File: config.mk
export PLATFORM = sky130hd
export DESIGN_NAME = bsg_manycore_cache_pkt_arbiter
export DESIGN_NICKNAME = d
export VERILOG_FILES = /design/src/rtl/bsg_manycore_pkg.sv /design/src/rtl/bsg_fifo_1r1w_small.sv /design/src/rtl/bsg_manycore_cache_pkt_arbiter.sv
export SDC_FILE = /design/constraint.sdc
export NUM_CORES = 1
export LEC_CHECK = 0
export BUFFER_PORTS_ARGS = -buffer_cell sky130_fd_sc_hd__buf_2
export CORE_AREA = 2 2 93 95
export CTS_CLUSTER_DIAMETER = 30
export DETAILED_ROUTE_END_ITERATION = 12
export DIE_AREA = 0 0 95 97
export SLEW_MARGIN = 20
export SYNTH_ARGS = -nofsm -noshare
export SYNTH_HDL_FRONTEND = slang
export SYNTH_HIERARCHICAL = 1
export SYNTH_SLANG_ARGS = --single-unit
File: constraint.sdc
create_clock -name clk_i -period 2.45 [get_ports clk_i]
set_clock_uncertainty 0.05 [all_clocks]
set_input_delay 0.6125 -clock clk_i [delete_from_list [all_inputs] [get_ports clk_i]]
set_output_delay 0.6125 -clock clk_i [all_outputs]
set_load 0.01 [all_outputs]
File: src/rtl/bsg_manycore_pkg.sv
// rtl/bsg_manycore_pkg.sv - shared constants, types and packet-width helper for the cache packet arbiter
package bsg_manycore_pkg;

  localparam int bsg_cache_arb_clients_gp  = 2;
  localparam int bsg_cache_opcode_width_gp = 6;

  typedef logic [0:0] bsg_cache_arb_id_t;

  // Packet layout is {opcode, addr, data, byte mask}.
  function automatic int bsg_cache_pkt_width(input int addr_width, input int data_width);
    return bsg_cache_opcode_width_gp + addr_width + data_width + data_width / 8;
  endfunction

endpackage

File: src/rtl/bsg_fifo_1r1w_small.sv
// rtl/bsg_fifo_1r1w_small.sv - small one-read one-write FIFO with registered occupancy count
module bsg_fifo_1r1w_small
  import bsg_manycore_pkg::*;
#(
  parameter int els_p   = 4,
  parameter int width_p = 1,
  localparam int count_w_lp = $clog2(els_p + 1),
  localparam int ptr_w_lp   = $clog2(els_p)
) (
  input  logic               clk_i,
  input  logic               reset_n_i,
  input  logic               v_i,
  input  logic [width_p-1:0] data_i,
  input  logic               yumi_i,
  output logic [width_p-1:0] data_o,
  output logic               full_o,
  output logic               empty_o
);

  logic [width_p-1:0]    mem_r [els_p];
  logic [ptr_w_lp-1:0]   wptr_r, rptr_r;
  logic [count_w_lp-1:0] count_r;
  logic                  push, pop;

  function automatic logic [ptr_w_lp-1:0] ptr_inc(input logic [ptr_w_lp-1:0] p);
    return (p == ptr_w_lp'(els_p - 1)) ? '0 : p + 1'b1;
  endfunction

  assign full_o  = (count_r == count_w_lp'(els_p));
  assign empty_o = (count_r == '0);
  assign push    = v_i & ~full_o;
  assign pop     = yumi_i & ~empty_o;
  assign data_o  = mem_r[rptr_r];

  always_ff @(posedge clk_i or negedge reset_n_i) begin
    if (!reset_n_i) begin
      wptr_r  <= '0;
      rptr_r  <= '0;
      count_r <= '0;
    end else begin
      if (push) wptr_r <= ptr_inc(wptr_r);
      if (pop)  rptr_r <= ptr_inc(rptr_r);
      unique case ({push, pop})
        2'b10:   count_r <= count_r + 1'b1;
        2'b01:   count_r <= count_r - 1'b1;
        default: count_r <= count_r;
      endcase
    end
  end

  // Storage carries no reset; only the pointers and count define validity.
  always_ff @(posedge clk_i) begin
    if (push) mem_r[wptr_r] <= data_i;
  end

endmodule

File: src/rtl/bsg_manycore_cache_pkt_arbiter.sv
// rtl/bsg_manycore_cache_pkt_arbiter.sv - two-client round-robin arbiter sharing one bsg_cache
// Optional macro BSG_MANYCORE_CACHE_ARB_FIXED_PRIO_EN: client 0 always wins ties.
module bsg_manycore_cache_pkt_arbiter
  import bsg_manycore_pkg::*;
#(
  parameter int cache_addr_width_p = 10,
  parameter int data_width_p       = 32,
  parameter int fifo_els_p         = 4,
  localparam int pkt_w_lp   = bsg_cache_pkt_width(cache_addr_width_p, data_width_p),
  localparam int clients_lp = bsg_cache_arb_clients_gp
) (
  input  logic                               clk_i,
  input  logic                               reset_n_i,
  input  logic [clients_lp-1:0][pkt_w_lp-1:0] cache_pkt_i,
  input  logic [clients_lp-1:0]              v_i,
  output logic [clients_lp-1:0]              ready_o,
  output logic [data_width_p-1:0]            data_o,
  output logic [clients_lp-1:0]              v_o,
  input  logic [clients_lp-1:0]              yumi_i,
  output logic [clients_lp-1:0]              v_we_o,
  output logic [pkt_w_lp-1:0]                cache_pkt_o,
  output logic                               cache_v_o,
  input  logic                               cache_ready_i,
  input  logic [data_width_p-1:0]            cache_data_i,
  input  logic                               cache_v_i,
  output logic                               cache_yumi_o,
  input  logic                               cache_v_we_i
);

  bsg_cache_arb_id_t last_r, tl_owner_r, grant, head;
  logic              full, empty, accept, resp_v;

  always_comb begin
    grant = bsg_cache_arb_id_t'(v_i[1]);
    if (&v_i) begin
`ifdef BSG_MANYCORE_CACHE_ARB_FIXED_PRIO_EN
      grant = '0;
`else
      grant = ~last_r;
`endif
    end
  end

  // Outputs are gated by reset so nothing leaks while reset is held.
  assign cache_v_o   = reset_n_i & (|v_i) & ~full;
  assign cache_pkt_o = cache_pkt_i[grant];
  assign accept      = cache_v_o & cache_ready_i;
  assign ready_o     = accept ? (2'b01 << grant) : 2'b00;

  assign v_we_o = (reset_n_i & cache_v_we_i) ? (2'b01 << tl_owner_r) : 2'b00;

  assign resp_v       = reset_n_i & cache_v_i & ~empty;
  assign v_o          = resp_v ? (2'b01 << head) : 2'b00;
  assign cache_yumi_o = resp_v & yumi_i[head];
  assign data_o       = cache_data_i;

  always_ff @(posedge clk_i or negedge reset_n_i) begin
    if (!reset_n_i) begin
      last_r     <= 1'b1;
      tl_owner_r <= 1'b0;
    end else if (accept) begin
      last_r     <= grant;
      tl_owner_r <= grant;
    end
  end

  bsg_fifo_1r1w_small #(
    .els_p   (fifo_els_p),
    .width_p ($bits(bsg_cache_arb_id_t))
  ) order_fifo (
    .clk_i     (clk_i),
    .reset_n_i (reset_n_i),
    .v_i       (accept),
    .data_i    (grant),
    .yumi_i    (cache_yumi_o),
    .data_o    (head),
    .full_o    (full),
    .empty_o   (empty)
  );

`ifndef SYNTHESIS
  // A response with nothing outstanding means the cache and arbiter disagree.
  resp_without_req: assert property (@(posedge clk_i) disable iff (!reset_n_i) !(cache_v_i && empty));
`endif

endmodule

# Yosys cells after proc, flatten, opt, wreduce, memory -nomap -nowiden
# Memories as Yosys holds them, arrays and structs flattened.
# Index checks and enable logic that the tools add are counted.
[word_totals]
ff_bits = 9
mem_bits_rw = 4
inputBits = 145
output_inout_bits = 92
elab_cells = 49
mem_count = 1
[op_classes]
n_addsub = 4
order_cmp = 2
n_eq_ne = 5
shift = 3
muxes = 13
n_bitwise = 12
reduce_logical = 4
[memory_table]
columns = ["name", "words", "width", "rd", "rd_clocked_by_memory_dff", "wr", "line", "source"]
rows = [
  ["order_fifo.mem_r", 4, 1, 1, 0, 1, "bsg_fifo_1r1w_small.sv:20", "logic [width_p-1:0] mem_r [els_p];"],
]
[ops]
columns = ["operator", "n"]
rows = [
  ["52-bit two-way mux", 2],
  ["2-bit two-way mux", 5],
  ["1-bit bitwise AND", 9],
  ["2-bit equality test (second input constant)", 3],
  ["3-bit one-hot mux with 2 select lines", 1],
  ["1-bit by 1-bit << shifter with 2-bit output (first input constant)", 3],
  ["1-bit two-way mux", 5],
  ["2-bit by 1-bit adder with 2-bit output (second input constant)", 2],
  ["1-bit by 2-bit less-than comparator with 1-bit output (second input constant)", 2],
  ["3-bit by 1-bit adder with 3-bit output (second input constant)", 1],
  ["3-bit equality test (second input constant)", 1],
  ["3-bit logical NOT", 1],
  ["1-bit NOT", 3],
  ["3-bit by 1-bit subtractor with 3-bit output (second input constant)", 1],
  ["2-bit by 1-bit equality test with 1-bit output (second input constant)", 1],
  ["2-bit AND reduction", 1],
  ["2-bit nonzero test", 1],
  ["2-bit OR reduction", 1],
]

# Longest topological paths before layout
# Gate-level depths: netlist (run 1).
[logic_depth]
depth_word = 7
depth_mapped = 11
depth_no_buf = 11

# Cells and area by module
# Netlist (run 1), hierarchy kept.
[by_module_without_submodules]
columns = ["mod", "instances", "cells_each", "area_per_inst_um2", "seq_area_each_um2"]
rows = [
  ["bsg_manycore_cache_pkt_arbiter", 1, 108, 1184.9, 51.3],
  ["bsg_fifo_1r1w_small", 1, 45, 629.4, 295.3],
]

# Least setup slack after synthesis (run 1)
# Ideal clock, no wire load.
[synth_path]
kind = "register to register"
from = "register order_fifo.rptr_r[0]"
to = "register order_fifo.count_r[2]"
setup_time_ns = 0.079
arrival_time_ns = 2.665
required_time_ns = 2.321
path_slack_ns = -0.344
stages_incl_launch_ff = 12
path_buffers = 0
period_less_slack_ns = 2.794
path_cell_list = "dfrtp_1 -> mux4_2 -> nor3_1 -> a22o_1 -> nand2b_4 -> inv_1 -> ha_1 -> inv_1 -> fa_1 -> xor2_1 -> nor2_1 -> xor2_1"
[synth_via]
elab_chain_cells = 7
elab_cells_between_ends = 9
cone_classes = "eq/ne (2); mux (3); bitwise (2); reduce/logical (1); memory (1)"
[synth_lines]
columns = ["element", "line", "source"]
rows = [
  ["start, declared", "bsg_fifo_1r1w_small.sv:21", "logic [ptr_w_lp-1:0] wptr_r, rptr_r;"],
  ["start signal, assigned", "bsg_fifo_1r1w_small.sv:42", "if (pop) rptr_r <= ptr_inc(rptr_r);"],
  ["memory 4 x 1 bit (*)", "-", ""],
  ["net head", "bsg_manycore_cache_pkt_arbiter.sv:30", "bsg_cache_arb_id_t last_r, tl_owner_r, grant, head;"],
  ["1-bit two-way mux (implied by the code) (*) (2 in series)", "bsg_manycore_cache_pkt_arbiter.sv:54", "assign cache_yumi_o = resp_v & yumi_i[head];"],
  ["1-bit bitwise AND (*)", "bsg_manycore_cache_pkt_arbiter.sv:54", ""],
  ["net cache_yumi_o", "bsg_manycore_cache_pkt_arbiter.sv:26", "output logic cache_yumi_o,"],
  ["1-bit bitwise AND (*)", "bsg_fifo_1r1w_small.sv:32", "assign pop = yumi_i & ~empty_o;"],
  ["net order_fifo.pop", "bsg_fifo_1r1w_small.sv:23", "logic push, pop;"],
  ["2-bit by 1-bit equality test with 1-bit output or 2-bit equality test (tied branches)", "bsg_fifo_1r1w_small.sv:43", "unique case ({push, pop})"],
  ["3-bit one-hot mux with 2 select lines or 2-bit nonzero test (tied branches)", "-", ""],
  ["end signal, assigned", "bsg_fifo_1r1w_small.sv:44", "2'b10: count_r <= count_r + 1'b1;"],
  ["end signal, assigned", "bsg_fifo_1r1w_small.sv:45", "2'b01: count_r <= count_r - 1'b1;"],
  ["end signal, assigned", "bsg_fifo_1r1w_small.sv:46", "default: count_r <= count_r;"],
  ["end, declared", "bsg_fifo_1r1w_small.sv:22", "logic [count_w_lp-1:0] count_r;"],
]
# Mark *: on every way through the listed nets, which the timed path passes. The rest lies on a longest branch. The select of a mux whose other input is x is not followed.
# A chain may end at the register's enable or synchronous reset.

# Final worst setup path (run 1)
[layout_path]
from = "register order_fifo.rptr_r[0]"
to = "register order_fifo.count_r[2]"
[layout_via]
elab_chain_cells = 7
elab_cells_between_ends = 9
cone_classes = "eq/ne (2); mux (3); bitwise (2); reduce/logical (1); memory (1)"
[layout_lines]
columns = ["element", "line"]
rows = [
  ["memory 4 x 1 bit (*)", "-"],
  ["net head", "bsg_manycore_cache_pkt_arbiter.sv:30"],
  ["1-bit two-way mux (implied by the code) (*) (2 in series)", "bsg_manycore_cache_pkt_arbiter.sv:54"],
  ["1-bit bitwise AND (*)", "bsg_manycore_cache_pkt_arbiter.sv:54"],
  ["1-bit bitwise AND (*)", "bsg_fifo_1r1w_small.sv:32"],
  ["net order_fifo.pop", "bsg_fifo_1r1w_small.sv:23"],
  ["2-bit by 1-bit equality test with 1-bit output or 2-bit equality test (tied branches)", "bsg_fifo_1r1w_small.sv:43"],
  ["3-bit one-hot mux with 2 select lines or 2-bit nonzero test (tied branches)", "-"],
]
# Marks and branches as above.

==> summary.md, run 1 <==
| Metric | Value |
|---|---|
| Status | `complete, no violations` |
| Area grow syn2layout | `46.6%` |
| RePlAce Congestion | `0.757` |
| Maximum operating frequency | `between 400 and 500 MHz` |
| Synth unique cells | `30` |
| Worst path most repeated cell | `xor2_1` |
| Drt wl/cell | `approximately 13 um` |
| H-tree Lvls | `1` |
| Clock Pin Slew Worst Setup and Hold Paths | `~0.060 ns` |
| Final antenna-violating net count | `0` |
| Critical path's largest stage delay | `0.55 ns` |
| Headroom to the max-slew limit | `0.692` |
| Fraction of layout cells with a size suffix above 1 | `0.870` |
| Post CTS Setup Buffer Count | `0` |
| R2R Setup Slk | `around 0.0038 ns` |
| Slew Viols, Final | `0` |
| Commonest non-fill, non-tap cell in the layout | `buf_2` |
| Die extent in x | `95 um` |
| Max-capacitance violation count | `0` |
| N_diodes | `0` |
| M1 GR Usage | `0.106` |
| Nets | `between 400 and 500` |
| Pre-CTS setup slack | `-0.0468 ns` |
| DRT Pass-1 Iters | `4` |
| Slowest CP cell | `mux4_2` |
| Synth Instances | `around 150` |
| Syn nets | `305` |
| Fillers | `880` |
| HPWL Detailed | `4570 um` |
| Core area | `slightly above 8000 sq um` |
| # port buffers | `between 150 and 200` |
| Crit-path cells | `mux4_2, nor3_4, a22o_4, nand2b_4, inv_4, ha_4, inv_2, fa_2, xor2_1, nor2_1, xor2_1` |
| Die ar. | `a little over 9000 sq um` |
| Endpoint class of the critical path | `flip-flop` |
| Buf+Inv Stages, Crit Path | `2` |
| Post-synthesis average cell area | `roughly 12 sq um` |
| Cts bufs inserted | `3` |
| Clock Sinks | `13` |
| Clock latency on the worst-skew pair | `0.24 ns` |
| Global route total overflow | `0` |
| Reg area | `~350 sq um` |
| Initial DRC Count | `16` |
| WS Path Type | `flip-flop to flip-flop` |
| GRT Util Overall | `0.100` |
| Synth warn | `6` |
| M3 GR Usage | `0.0234` |
| CTS tree | `yes` |
| CTS root buf | `clkbuf_8` |
| Vias in the first global route | `approximately 1.6k` |
| # setup viols final | `0` |
| #FFs+latches synth | `13` |
| Remaining DRCs | `0` |
| Most frequent cells in the layout | `172 x buf_2, 30 x mux2_2, 28 x mux2_4` |
| Leak | `about 1.4 nW` |
| CTS max path bufs | `2` |
| Die Ht | `between 90 and 100 um` |
| Initial cell density of the core | `0.223` |
| Mapped Area | `1810 sq um` |
| Initial antenna violation count | `0` |
| Worst hold path type | `input port to asynchronous set/reset pin` |
| Fin crit share | `0.998` |
| Fin Hold WS | `roughly 0.38 ns` |
| I/O pins | `about 240` |
| Vias/cell | `approximately 4.1` |
| Final Hold Viols | `0` |
| Fin util | `0.327` |
| Hold buffers post-CTS | `0` |
| Fin crit period | `around 2.4 ns` |
| GR Util met2 | `0.191` |
| Worst Path Required | `roughly 2.6 ns` |
| Maximum number of pins on one net before global-route repair | `46` |
| Row Count | `33` |
| Startpoint types | `flip-flop` |
| Final worst slack | `0.00385 ns` |
| RSZ-0062 raised after global routing | `true` |
| Final WL | `about 5200 um` |
| Top cells by area, synth | `mux2_4 23%, mux2_2 19%, buf_4 14%` |
| Busiest layer in global routing | `met2` |
| Pwr Total | `about 1.6 mW` |
| Multi-input gate area | `between 1000 and 1500 sq um` |
| Critical Path Fanout Max | `3` |
| Delay-heaviest family, CP | `multiplexers` |
| Worst Tran Pin Value | `0.459 ns` |
| Via Count | `about 1.6k` |
| Worst EP arrival | `approximately 2.6 ns` |
| Leading area contributor after synthesis | `mux2_4` |
| Pwr Density | `approximately 600 nW/um^2` |
| Maximum vdd drop | `0.341 mV` |
| Post-synth top area share | `0.232` |
| First-pass GRT wire length | `~7300 um` |
| Post-synthesis sequential area ratio | `0.191` |
## sequential cells by signal (all words and copies together) (netlist names)
register	flops
order_fifo/mem_r	4
order_fifo/count_r	3
order_fifo/rptr_r	2
order_fifo/wptr_r	2
last_r	1
tl_owner_r	1
## per-layer routing
metal / up-vias / wire length, um
met5: - / 0
met4: 0 / 73
met3: 8 / 592
met2: 117 / 2650
met1: 730 / 1860
li1: 790 / -
## path summary, 6_finish.rpt
path,startpoint,endpoint,cells past startpoint
hold / removal,reset_n_i,order_fifo/rptr_r[0],3
max in group asynchronous,reset_n_i,last_r,3
hold reg to reg,order_fifo/count_r[2],order_fifo/count_r[2],1
setup reg to reg,order_fifo/rptr_r[0],order_fifo/count_r[2],11
min in group clk_i,order_fifo/count_r[2],order_fifo/count_r[2],1
setup / recovery,order_fifo/rptr_r[0],order_fifo/count_r[2],11
## synth_stat cells
master,n
buf_4,34
dfrtp_1,8
nand4bb_4,1
ha_1,6
dfstp_2,1
nor2_1,6
nor3_1,1
mux2i_1,1
fa_1,1
nor3_2,1
nor3b_1,2
buf_8,1
and3_1,1
nor2b_1,1
and2_2,4
buf_12,2
mux2_2,30
xor2_1,2
nand2b_4,1
edfxtp_1,4
mux4_2,1
a22o_1,1
inv_1,8
xnor2_1,1
mux2_4,28
nand2_1,2
buf_6,1
nor3b_4,1
a21boi_4,1
nor2b_4,1
## metrics by stage
stage / area [sq um] / cells / setup TNS [ns]
after floorplan: 1850 / 153 / 0
after global placement: 2610 / 401 / 0
after detailed placement: 2610 / 401 / -0.0468
after CTS: 2650 / 405 / -0.0507
after global routing: 2660 / 405 / -0.126
final: 2660 / 405 / 0
## power breakdown
part | total, mW | leakage, nW | switching (mW) | internal (mW)
combinational | 1.00 | 1.28 | 0.419 | 0.586
clock | 0.195 | 0.0228 | 0.0799 | 0.115
sequential | 0.404 | 0.142 | 0.0878 | 0.316
## worst reg2reg max path: stages, from the launching register on
cell and delay, ns:
dfrtp_1 0.37, mux4_2 0.55, nor3_4 0.15, a22o_4 0.17
nand2b_4 0.07, inv_4 0.06, ha_4 0.12, inv_2 0.04
fa_2 0.35, xor2_1 0.14, nor2_1 0.13, xor2_1 0.18
## final cells by class
class,instances,share of cell area
clock buffer,4,0.0169
sequential,13,0.130
inverter,8,0.0122
timing repair buffer,181,0.354
multi-input combinational,94,0.437
tap,105,0.0494
## cells by family after synthesis
family	count (synthesis)	synth area share
AOI/OAI and AO/OA	2	0.0152
xor gates and xnor gates	3	0.0145
adders and majority gates	7	0.0524
buffers and inverters	46	0.194
DFF	13	0.191
muxes	60	0.436
and+or+nand+nor	22	0.0972
## what timing repair did
item	in CTS	in global routing
pin swaps	1	0
gates resized for setup	0	2
endpoints found under the setup margin	1	2
Note: power is estimated with default switching activity, not from simulation.
==> inputs of run 2 (changes only) <==
--- a/config.mk
+++ b/config.mk
@@ -6,10 +6,11 @@
 export NUM_CORES = 1
 export LEC_CHECK = 0
 export BUFFER_PORTS_ARGS = -buffer_cell sky130_fd_sc_hd__buf_2
-export CORE_AREA = 2 2 93 95
+export CORE_AREA = 2 2 91 93
 export CTS_CLUSTER_DIAMETER = 30
 export DETAILED_ROUTE_END_ITERATION = 12
-export DIE_AREA = 0 0 95 97
+export DIE_AREA = 0 0 93 95
+export REMOVE_ABC_BUFFERS = 1
 export SLEW_MARGIN = 20
 export SYNTH_ARGS = -nofsm -noshare
 export SYNTH_HDL_FRONTEND = slang
==> constraint.sdc (replaced) <==
create_clock -name clk_i -period 2.7 [get_ports clk_i]
set_clock_uncertainty 0.05 [all_clocks]
set_input_delay 0.675 -clock clk_i [delete_from_list [all_inputs] [get_ports clk_i]]
set_output_delay 0.675 -clock clk_i [all_outputs]
set_load 0.01 [all_outputs]
==> summary.md, run 2 (same netlist as run 1, synthesis figures left out) <==
| Metric | Value |
|---|---|
| Final antenna-violating net count | `0` |
| Fin util | `0.326` |
| Initial antenna violation count | `0` |
| # setup viols final | `0` |
| Reg power frac | `0.262` |
| Top Layer Used | `met5` |
| NetSw | `526 uW` |
| WS Path Type | `flip-flop to flip-flop` |
| # port buffers | `approximately 170` |
| Die extent in x | `93 um` |
| CTS root buf | `clkbuf_8` |
| Fraction of layout cells with a size suffix above 1 | `0.851` |
| Worst hold path type | `input port to asynchronous set/reset pin` |
| Final worst slack | `between 0.15 and 0.2 ns` |
| Maximum vdd drop | `around 0.17 mV` |
| Vias/cell | `4.20` |
| Fillers | `around 840` |
| Most frequent cells in the layout | `172 x buf_2, 30 x mux2_2, 28 x mux2_4` |
| Fin crit period | `between 2 and 3 ns` |
| Maximum number of pins on one net before global-route repair | `43` |
| Wire length on met1 | `about 2500 um` |
| Crit-path cells | `mux4_2, nor3_2, a22o_1, nand2b_4, inv_1, ha_1, inv_1, fa_2, xor2_1, nor2_1, xor2_1` |
| RePlAce Congestion | `around 0.8` |
| Clock latency on the worst-skew pair | `about 0.25 ns` |
| Largest reg by FF count | `order_fifo/mem_r` |
| Max reg flops | `4` |
| Vias in the first global route | `between 1.5k and 2k` |
| Worst EP arrival | `2.65 ns` |
| Slowest CP cell | `mux4_2` |
| Initial cell density of the core | `0.229` |
| Initial DRC Count | `15` |
| Critical Path Fanout Max | `4` |
| Global route total overflow | `0` |
| First-pass GRT wire length | `about 9000 um` |
| Combinational share of power | `0.614` |
| WL met2 | `~2700 um` |
| Fin crit share | `0.938` |
| Regs by FF count | `order_fifo/mem_r x4, order_fifo/count_r x3` |
| HPWL Detailed | `about 5400 um` |
| Status | `complete, no violations` |
| I/O pins | `237` |
| Pre-CTS setup slack | `approximately 0.0083 ns` |
| Final Hold Viols | `0` |
| Core area | `7930 sq um` |
| Pwr Total | `1.42 mW` |
| Die Ht | `between 90 and 100 um` |
| Headroom to the max-slew limit | `0.829` |
| Nets | `449` |
| CTS tree | `yes` |
| Via Count | `1683` |
| Endpoint class of the critical path | `flip-flop` |
| Clock Sinks | `13` |
| Worst Tran Pin Value | `0.255 ns` |
| Drt wl/cell | `approximately 16 um` |
| Clock power share | `0.124` |
| N_diodes | `0` |
| Final WL | `6260 um` |
| Maximum operating frequency | `approximately 390 MHz` |
| CTS max path bufs | `2` |
| RSZ-0062 raised after global routing | `false` |
| Die ar. | `8840 sq um` |
| Startpoint types | `flip-flop` |
| DRT Pass-1 Iters | `4` |
| Slew Viols, Final | `0` |
| Leak | `roughly 1.4 nW` |
| Delay-heaviest family, CP | `multiplexers` |
| Commonest non-fill, non-tap cell in the layout | `buf_2` |
| H-tree Lvls | `1` |
| Clock Pin Slew Worst Setup and Hold Paths | `0.05 ns` |
| Cts bufs inserted | `3` |
| Pwr Density | `roughly 550 nW/um^2` |
| GRT Util Overall | `0.132` |
| Row Count | `33` |
| Routed wl met3 | `a little over 900 um` |
| Critical path's largest stage delay | `~0.53 ns` |
| Fin Hold WS | `approximately 0.32 ns` |
| Worst Path Required | `2.82 ns` |
| Max-capacitance violation count | `0` |
| Remaining DRCs | `0` |
| Buf+Inv Stages, Crit Path | `2` |
| Sw Share | `0.371` |
| Area grow syn2layout | `42.6%` |
| Internal | `about 900 uW` |
## run 2: cell count changes in the layout (fill, tap and decap cells not counted), sizes merged
cell  change
buf       -4
## run 2: path summary, 6_finish.rpt
check	end	slack, ns	start	depth (start not counted)
setup / recovery	order_fifo/count_r[2]	0.17	order_fifo/rptr_r[0]	11
hold / removal	order_fifo/count_r[1]	0.32	reset_n_i	2
setup reg to reg	order_fifo/count_r[2]	0.17	order_fifo/rptr_r[0]	11
hold reg to reg	order_fifo/count_r[2]	0.48	order_fifo/count_r[2]	1
max in group asynchronous	last_r	2.04	reset_n_i	2
min in group clk_i	order_fifo/count_r[2]	0.48	order_fifo/count_r[2]	1
## run 2: area by class of cell
class	instances	area [sq um]	share of cell area
clock buffer	4	45.0	0.0174
inverter	8	30.0	0.0116
multi-input combinational	94	1120	0.434
sequential	13	347	0.134
tap	105	131	0.0508
timing repair buffer	177	911	0.352
## run 2: routing by layer
metal	track usage	vias to the layer above
met1	0.164	741
met4	0.0294	2
met3	0.0806	11
li1	-	783
met2	0.187	146
met5	0.0655	-
## run 2: worst reg2reg max path, cell delays in order (launching register included)
cell	delay (ns)
dfrtp_1	0.39
mux4_2	0.53
nor3_2	0.14
a22o_1	0.22
nand2b_4	0.07
inv_1	0.06
ha_1	0.17
inv_1	0.07
fa_2	0.35
xor2_1	0.15
nor2_1	0.12
xor2_1	0.15
## run 2: power groups by stage
stage / Combinational [mW] / Sequential (mW) / Clock [mW]
2_1_floorplan: 0.575 / 0.357 / 0
3_3_place_gp: 0.840 / 0.372 / 0
3_5_place_dp: 0.856 / 0.376 / 0
4_1_cts: 0.868 / 0.371 / 0.185
5_1_grt: 0.954 / 0.382 / 0.191
6_report: 0.870 / 0.372 / 0.176
## run 2: timing repair
action / 4_1_cts / 5_1_grt
setup buffers: 0 / 1
hold buffers: 0 / 0
pin swaps: 1 / 2
setup endpoints to repair: 1 / 1
gates resized for setup: 1 / 1
## run 2: per-stage QoR
| step | cell area, sq um | std cells | TNS, ns |
|---|---|---|---|
| 2_1_floorplan | 1490 | 115 | -19.73 |
| 3_3_place_gp | 2530 | 396 | 0 |
| 3_5_place_dp | 2530 | 396 | 0 |
| 4_1_cts | 2580 | 400 | 0 |
| 5_1_grt | 2590 | 401 | 0 |
| 6_report | 2590 | 401 | 0 |
